--- src/rtl/stopwatch_ctrl.sv ---
// Stopwatch control: start/stop/lap/clear FSM around the decade counter,
// counting each rising carry edge as one second into BCD MM:SS.
module stopwatch_ctrl #(
  parameter bit WRAP       = 1'b0,
  parameter int MIN_HI_MAX = 9
) (
  input  logic       clk,
  input  logic       rst,
  input  logic       start_i,
  input  logic       stop_i,
  input  logic       lap_i,
  input  logic       clear_i,
  input  logic       tick_i,
  output logic       en_o,
  output logic [3:0] sec_lo_o,
  output logic [2:0] sec_hi_o,
  output logic [3:0] min_lo_o,
  output logic [3:0] min_hi_o,
  output logic       running_o,
  output logic       ovf_o
);

  typedef enum logic [2:0] {IDLE, RUN, PAUSE, LAP, DONE} state_t;

  localparam logic [14:0] TERM = {4'(MIN_HI_MAX), 4'd9, 3'd5, 4'd9};

  state_t      state, state_nxt;
  logic [14:0] digits, digits_nxt, disp;
  logic        tick_q, tick_edge, counting, at_term, ovf_nxt;

  // Digit layout is {min_hi, min_lo, sec_hi, sec_lo}
  function automatic logic [14:0] bcd_inc(input logic [14:0] d);
    logic [3:0] sl, ml, mh;
    logic [2:0] sh;
    {mh, ml, sh, sl} = d;
    if (sl == 4'd9) begin
      sl = 4'd0;
      if (sh == 3'd5) begin
        sh = 3'd0;
        if (ml == 4'd9) begin
          ml = 4'd0;
          mh = mh + 4'd1;
        end else begin
          ml = ml + 4'd1;
        end
      end else begin
        sh = sh + 3'd1;
      end
    end else begin
      sl = sl + 4'd1;
    end
    return {mh, ml, sh, sl};
  endfunction

  always_comb begin
    tick_edge  = tick_i & ~tick_q;
    counting   = tick_edge & ((state == RUN) | (state == LAP));
    at_term    = (digits == TERM);
    state_nxt  = state;
    digits_nxt = digits;
    ovf_nxt    = WRAP ? 1'b0 : ovf_o;

    case (state)
      IDLE:    if (start_i) state_nxt = RUN;
      RUN:     if (stop_i) state_nxt = PAUSE;
               else if (lap_i) state_nxt = LAP;
      LAP:     if (stop_i) state_nxt = PAUSE;
               else if (lap_i) state_nxt = RUN;
      PAUSE:   if (start_i) state_nxt = RUN;
      default: state_nxt = state;
    endcase

    // A tick coinciding with stop is still counted; overflow beats stop/lap
    if (counting) begin
      if (at_term) begin
        ovf_nxt = 1'b1;
        if (WRAP) digits_nxt = '0;
        else      state_nxt  = DONE;
      end else begin
        digits_nxt = bcd_inc(digits);
      end
    end

    if (clear_i) begin
      state_nxt  = IDLE;
      digits_nxt = '0;
      ovf_nxt    = 1'b0;
    end
  end

  always_ff @(posedge clk or negedge rst) begin
    if (!rst) begin
      state  <= IDLE;
      tick_q <= 1'b0;
      digits <= '0;
      disp   <= '0;
      ovf_o  <= 1'b0;
    end else begin
      state  <= state_nxt;
      tick_q <= tick_i;
      digits <= digits_nxt;
      ovf_o  <= ovf_nxt;
      // Display stays frozen at the lap snapshot while in LAP
      if (state_nxt != LAP) disp <= digits_nxt;
    end
  end

  assign en_o      = (state == RUN) | (state == LAP);
  assign running_o = en_o;
  assign {min_hi_o, min_lo_o, sec_hi_o, sec_lo_o} = disp;

endmodule

--- config.mk ---
export PLATFORM = sky130hd
export DESIGN_NAME = stopwatch_ctrl
export DESIGN_NICKNAME = d
export VERILOG_FILES = /design/src/rtl/stopwatch_ctrl.sv
export SDC_FILE = /design/constraint.sdc
export NUM_CORES = 1
export LEC_CHECK = 0
export CORE_AREA = 2 2 61 63
export CTS_CLUSTER_SIZE = 25
export DETAILED_ROUTE_END_ITERATION = 7
export DIE_AREA = 0 0 63 65
export GPL_TIMING_DRIVEN = 0
export PLACE_DENSITY = 0.74
export SYNTH_ARGS = -nofsm -noshare
export SYNTH_HDL_FRONTEND = slang
export SYNTH_SLANG_ARGS = --single-unit
--- constraint.sdc ---
create_clock -name clk -period 4.7 [get_ports clk]
set_input_delay 0.94 -clock clk [delete_from_list [all_inputs] [get_ports clk]]
set_output_delay 0.94 -clock clk [all_outputs]
set_load 0.05 [all_outputs]
## Yosys cells after proc, flatten, opt, wreduce, memory -nomap -nowiden

Index checks and enable logic that the tools add are counted.

| storage, ports and cells | value |
|---|---|
| logic and storage cells | 50 |
| memory bits (read-only) | 0 |
| input port bits | 7 |
| output and inout bits | 18 |
| latch bits | 0 |
| register bits after elaboration | 35 |
| RAM bits | 0 |
| memories kept | 0 |

| cells by class | value |
|---|---|
| multipliers | 0 |
| bitwise logic cells | 4 |
| equal/unequal tests | 8 |
| muxes and demuxes | 24 |
| shift operators | 0 |
| reductions and logical operators | 5 |
| add/subtract/negate cells | 4 |
| divide/modulo/power cells | 0 |
| $lt $le $gt $ge | 0 |

Operators by type and width:

| operator | number |
|---|---|
| $mux 15 | 3 |
| $mux 3 | 10 |
| $mux 4 | 7 |
| $eq 15x15->1 const B | 1 |
| $add 4x1->4 const B | 3 |
| $pmux 3 s3 | 1 |
| $eq 4x4->1 const B | 2 |
| $eq 3x2->1 const B | 2 |
| $reduce_bool 2->1 | 2 |
| $add 3x1->3 const B | 1 |
| $eq 3x1->1 const B | 1 |
| $eq 3x3->1 const B | 1 |
| $logic_not 3->1 | 1 |
| $mux 1 | 3 |
| $ne 3x2->1 const B | 1 |
| $and 1x1->1 | 2 |
| $reduce_and 2->1 | 1 |
| $reduce_or 2->1 | 1 |
| $not 1->1 | 1 |
| $or 1x1->1 | 1 |

## Depth between registers and ports, before layout

| logic depth | value |
|---|---|
| depth after elaboration | 7 |
| gate-level depth with buffers | 7 |
| mapped depth without buffers | 7 |

## Least setup slack after synthesis

OpenSTA, ideal clock, no wires.

| path | value |
|---|---|
| path type | reg-to-output |
| from | register state[2] |
| to | output running_o |
| path slack | 2.215 ns |
| cell stages (with the launch flop) | 3 |
| arrival time | 1.545 ns |
| required time | 3.760 ns |
| buffers on the path | 1 |
| path through | dfrtp_1 nor2b_1 buf_4 |

| on the way | value |
|---|---|
| cells in the longest elaborated chain, start to end | 2 |
| elaborated cells on any way between the ends | 3 |
| those cells by class | eq/ne: 2; bitwise: 1 |

Ends and longest elaborated chain:

| what | line | RTL |
|---|---|---|
| start: declaration | 27 | `state_t state, state_nxt;` |
| start signal: assignment | 99 | `state <= state_nxt;` |
| $eq 3x1->1 / $eq 3x2->1 (equally long branches) | 108 | `assign en_o = (state == RUN) \| (state == LAP);` |
| $or 1x1->1 (*) | 108 |  |
| end: declaration | 19 | `output logic running_o,` |

Every way passes the cells marked *; elsewhere a longest branch is shown, timed or not.

## Worst setup path in the final report

Ends and elaborated chain as after synthesis.

==> results by stage <==
Run status:
- The run finished with clean final reports.

Hold path:
- The path with the worst hold slack has its endpoint at disp[10].
- The hold path startpoint is disp[10].
- The cell count of the worst hold path is 1.
- The worst hold path belongs to the class reg2reg.

Pwr:
- The peak ir drop on the vdd network is 0.000177 V.
- Summed over all cells, the static leakage comes to 0.915 nW.
- Power spread over the standard cell area amounts to 246 nW/um2.

Critical path:
- The critical path's slowest cell is sky130_fd_sc_hd__clkdlybuf4s50_1.
- The kind of start point of the critical path is a flip-flop.
- The biggest fanout along the worst timing path is 7.
- STA puts the critical path data arrival time at 1.99 ns.
- The critical path goes through nor2b_1 -> buf_4 -> clkdlybuf4s50_1.
- STA classifies the critical path endpoint as an output pin.
- The delay of the slowest critical-path stage is 0.78 ns.
- The worst path required time is 3.76 ns.
- The worst reg-to-reg path cell count is 5.
- The path type of the worst setup path is reg2out.
- Across all register-to-register paths, the minimum setup slack is 2.51 ns.
- The worst register-to-register path ends at disp[11].
- The worst register-to-register path begins at digits[9].

Logic synthesis:
- Counting flops with a built-in enable in the synthesized netlist gives 0.
- The cell type contributing the most total cell area after synthesis is sky130_fd_sc_hd__dfrtp_1.
- By area the synthesized netlist is led by sky130_fd_sc_hd__dfrtp_1, sky130_fd_sc_hd__mux2_2, sky130_fd_sc_hd__mux2_1, sky130_fd_sc_hd__nor2_1, sky130_fd_sc_hd__nor3_1.
- In this run, distinct cell masters in the synthesized netlist total 43.
- The share of the yosys chip area belonging to registers is 0.512.
- The area share of the largest cell type after synthesis is 0.512.
- The number of synthesis warnings is 0.
- The simple-gate share of the synthesized area is 0.205.
- The post-synthesis instance area is 1710 um2.
- After synthesis, the largest family of logic cells by area is simple AND/OR/NAND/NOR gates.
- The fraction of the mapped netlist area in compound gates is 0.0914.
- Synthesis handed over a netlist of 153 instances.
- Of the total synthesized cell area, the portion taken by XOR and XNOR cells is 0.0154.
- The average instance in the mapped netlist occupies 11.2 um2.
- The adder-cell share of the synthesized area is 0.0219.
- The multiplexer fraction of the synthesized cell area is 0.120.
- In this run, synthesis produced a sequential element count of 35.
- The post-synth net total is 163.
- After synthesis, the share of flip-flops with an asynchronous set or reset is 1.00.
- The most used flip-flop cell after synthesis is sky130_fd_sc_hd__dfrtp_1.

Routing:
- In the routed layout, each cell is associated on average with a via count of 5.59.
- Wires add up to 3410 um.
- The number of remaining DRC errors is 0.
- The initial DRC count is 40.
- The via count of the routed design is 1297.
- The number of nets with antenna violations after routing is 0.
- The pre-antenna-repair detailed-routing pass consisted of 4 iterations.
- The routed length per placed instance is 14.7 um.

Place:
- During placement, the flow inserted port buffers numbering 24.
- In this run the cell area measured after placement is 2010 um2.
- Detailed placement ended at an HPWL of 2520 um.
- The final weighted congestion in routability-driven placement is 0.816.

Global route:
- The global route total overflow is 0.
- The number of antenna violations at the first check in global routing is 0.
- The first-pass GRT wire length is 6050 um.
- The pin count of the biggest net entering global routing is 36.
- In the global route stage, overall resource usage came out at 0.189.
- The number of global-route vias before repair is 1329.

Clock network:
- The number of buffers inserted by hold repair at cts is 0.
- After clock tree synthesis, the clock-pin slew on the worst setup and hold paths is 0.10 ns.
- The CTS tree is built.
- The insertion delay to the later sink of the worst-skew pair is 0.34 ns.
- The total clock sinks is 35.
- The largest buffer count on any clock path is 2.
- The number of levels the H-tree was split into is 2.
- CTS placed an instance of sky130_fd_sc_hd__clkbuf_4 at the clock tree root.
- In this run the post-CTS setup repair buffer count came out at 0.
- The number of buffers inserted during clock tree synthesis is 5.
- The number of gates resized after CTS was 0.

Flow run:
- The max-cap check violation count is 0.

Floorplanning:
- The initial core utilization is 0.489.
- The number of primary I/O pins is 25.
- The die is 63 um wide.
- Row generation in the floorplan step produced 22 rows.
- Measured along the y axis, the die boundary spans 65 um.
- The floorplan step defined a die boundary enclosing 4100 um2.
- The core region is 3500 um2.

Layout:
- Summing all flip-flop and latch instances after layout gives 876 um2.
- The leading cell type in the layout, fill and taps excluded is sky130_fd_sc_hd__dfrtp_1.
- The number of nets in the layout is 194.
- The number of antenna repair diodes is 0.
- The library cells used most frequently in the layout, excluding fill and tap cells, are sky130_fd_sc_hd__dfrtp_1, sky130_fd_sc_hd__clkdlybuf4s50_1, sky130_fd_sc_hd__nor2_1.
- The number of filler cells placed in the layout is 328.
- The area growth from synthesis to layout is 20.6%.
- The final instance area is 2060 um2.
- The share of final-layout standard cells stronger than drive strength 1 is 0.163.
- Summing all multi-input logic gate instances after layout gives 776 um2.

STA:
- The largest clock skew in the final design is 0.00916 ns.
- Setup repair after global routing left no endpoint under its margin.
- Across all hold checks on the routed design, the worst slack comes to 0.506 ns.
- The minimum period implied by the final worst setup slack is 2.93 ns.
- The final sum of negative setup slack is 0 ns.
- In this run the tightest slew margin relative to its limit is 0.496.
- The number of hold-slack violations in the final timing report was 0.
- Based on the critical path, the design can be clocked at up to 0.342 GHz.
- Setup violations remaining at the end of the flow were counted as 0.
- Of the available clock period, the critical path in the final layout requires 0.622.
- The max-slew violation count was 0.
- The slew at the pin with the worst max-slew slack is 0.756 ns.
## registers in the layout, summed over array words and instances, names as in the netlist
| signal | flops |
|---|---|
| tick_q | 1 |
| digits | 15 |
| ovf_o | 1 |
| disp | 15 |
| state | 3 |
## worst max-delay path by stage
stage	slack, ns	end	startpoint
floorplan	2.21	running_o	state[2]
global placement	1.62	disp[4]	tick_i
detailed placement	1.58	disp[5]	tick_i
CTS	1.76	running_o	state[2]
global route	1.65	running_o	state[2]
finish	1.77	running_o	state[2]
## cells in the mapped netlist (2+ instances only)
cell / number
sky130_fd_sc_hd__buf_2: 2
sky130_fd_sc_hd__dfrtp_1: 35
sky130_fd_sc_hd__inv_1: 6
sky130_fd_sc_hd__nor2_2: 2
sky130_fd_sc_hd__or4_1: 3
sky130_fd_sc_hd__nor2_1: 13
sky130_fd_sc_hd__xor2_1: 2
sky130_fd_sc_hd__nand2_1: 10
sky130_fd_sc_hd__a41oi_1: 2
sky130_fd_sc_hd__o31ai_1: 2
sky130_fd_sc_hd__nand3_1: 3
sky130_fd_sc_hd__nor3_1: 8
sky130_fd_sc_hd__a21oi_1: 7
sky130_fd_sc_hd__o21ai_0: 2
sky130_fd_sc_hd__nor2b_1: 3
sky130_fd_sc_hd__clkbuf_1: 3
sky130_fd_sc_hd__mux2_2: 11
sky130_fd_sc_hd__and3b_1: 2
sky130_fd_sc_hd__nand4_1: 2
sky130_fd_sc_hd__buf_4: 2
sky130_fd_sc_hd__a211oi_1: 2
sky130_fd_sc_hd__ha_1: 3
sky130_fd_sc_hd__nand4bb_1: 3
sky130_fd_sc_hd__mux2_1: 5
sky130_fd_sc_hd__a2111oi_0: 2
## final cells by class
| cell class | count | share of cell area |
|---|---|---|
| sequential | 35 | 0.425 |
| multi-input combinational | 105 | 0.376 |
| timing repair buffer | 24 | 0.114 |
| tap | 48 | 0.0291 |
| clock buffer | 6 | 0.0249 |
| buffer | 7 | 0.0176 |
| inverter | 6 | 0.0109 |
| clock inverter | 1 | 0.00243 |
## stage by stage
step | setup WS (ns) | power [mW] | instances | util
detailed placement | 1.58 | 0.350 | 225 | 0.574
global route | 1.65 | 0.530 | 232 | 0.590
global placement | 1.62 | 0.349 | 225 | 0.575
CTS | 1.76 | 0.512 | 232 | 0.590
floorplan | 2.21 | 0.331 | 153 | -
finish | 1.77 | 0.506 | 232 | 0.590
## per-layer routing
layer  vias up  part of all wire  track usage
met2        30              0.48        0.313
met5         -                 0            0
met1       641              0.45        0.230
met4         0             0.016       0.0750
li1        617                 -            -
met3         9             0.048       0.0590
## worst max-delay path, delay by kind of cell (launching register included)
kind          cells  cell delay, ns
buf+inv           2            0.93
flops             1            0.46
simple gates      1            0.25
## kinds of logic (layout without fill, tap and decap cells)
kind of cell,count (synthesis),count (layout)
AOI/OAI and AO/OA,23,23
xor gates and xnor gates,3,3
adders and majority gates,3,3
buffers and inverters,13,44
DFF,35,35
muxes,18,18
and+or+nand+nor,58,58
## report_power, final
group | switching (mW) | internal [mW] | total (mW)
clock network | 0.0938 | 0.0692 | 0.163
registers | 0.00192 | 0.303 | 0.305
logic | 0.0246 | 0.0134 | 0.0380
total | 0.120 | 0.386 | 0.506
Note: power is estimated with default switching activity, not from simulation.
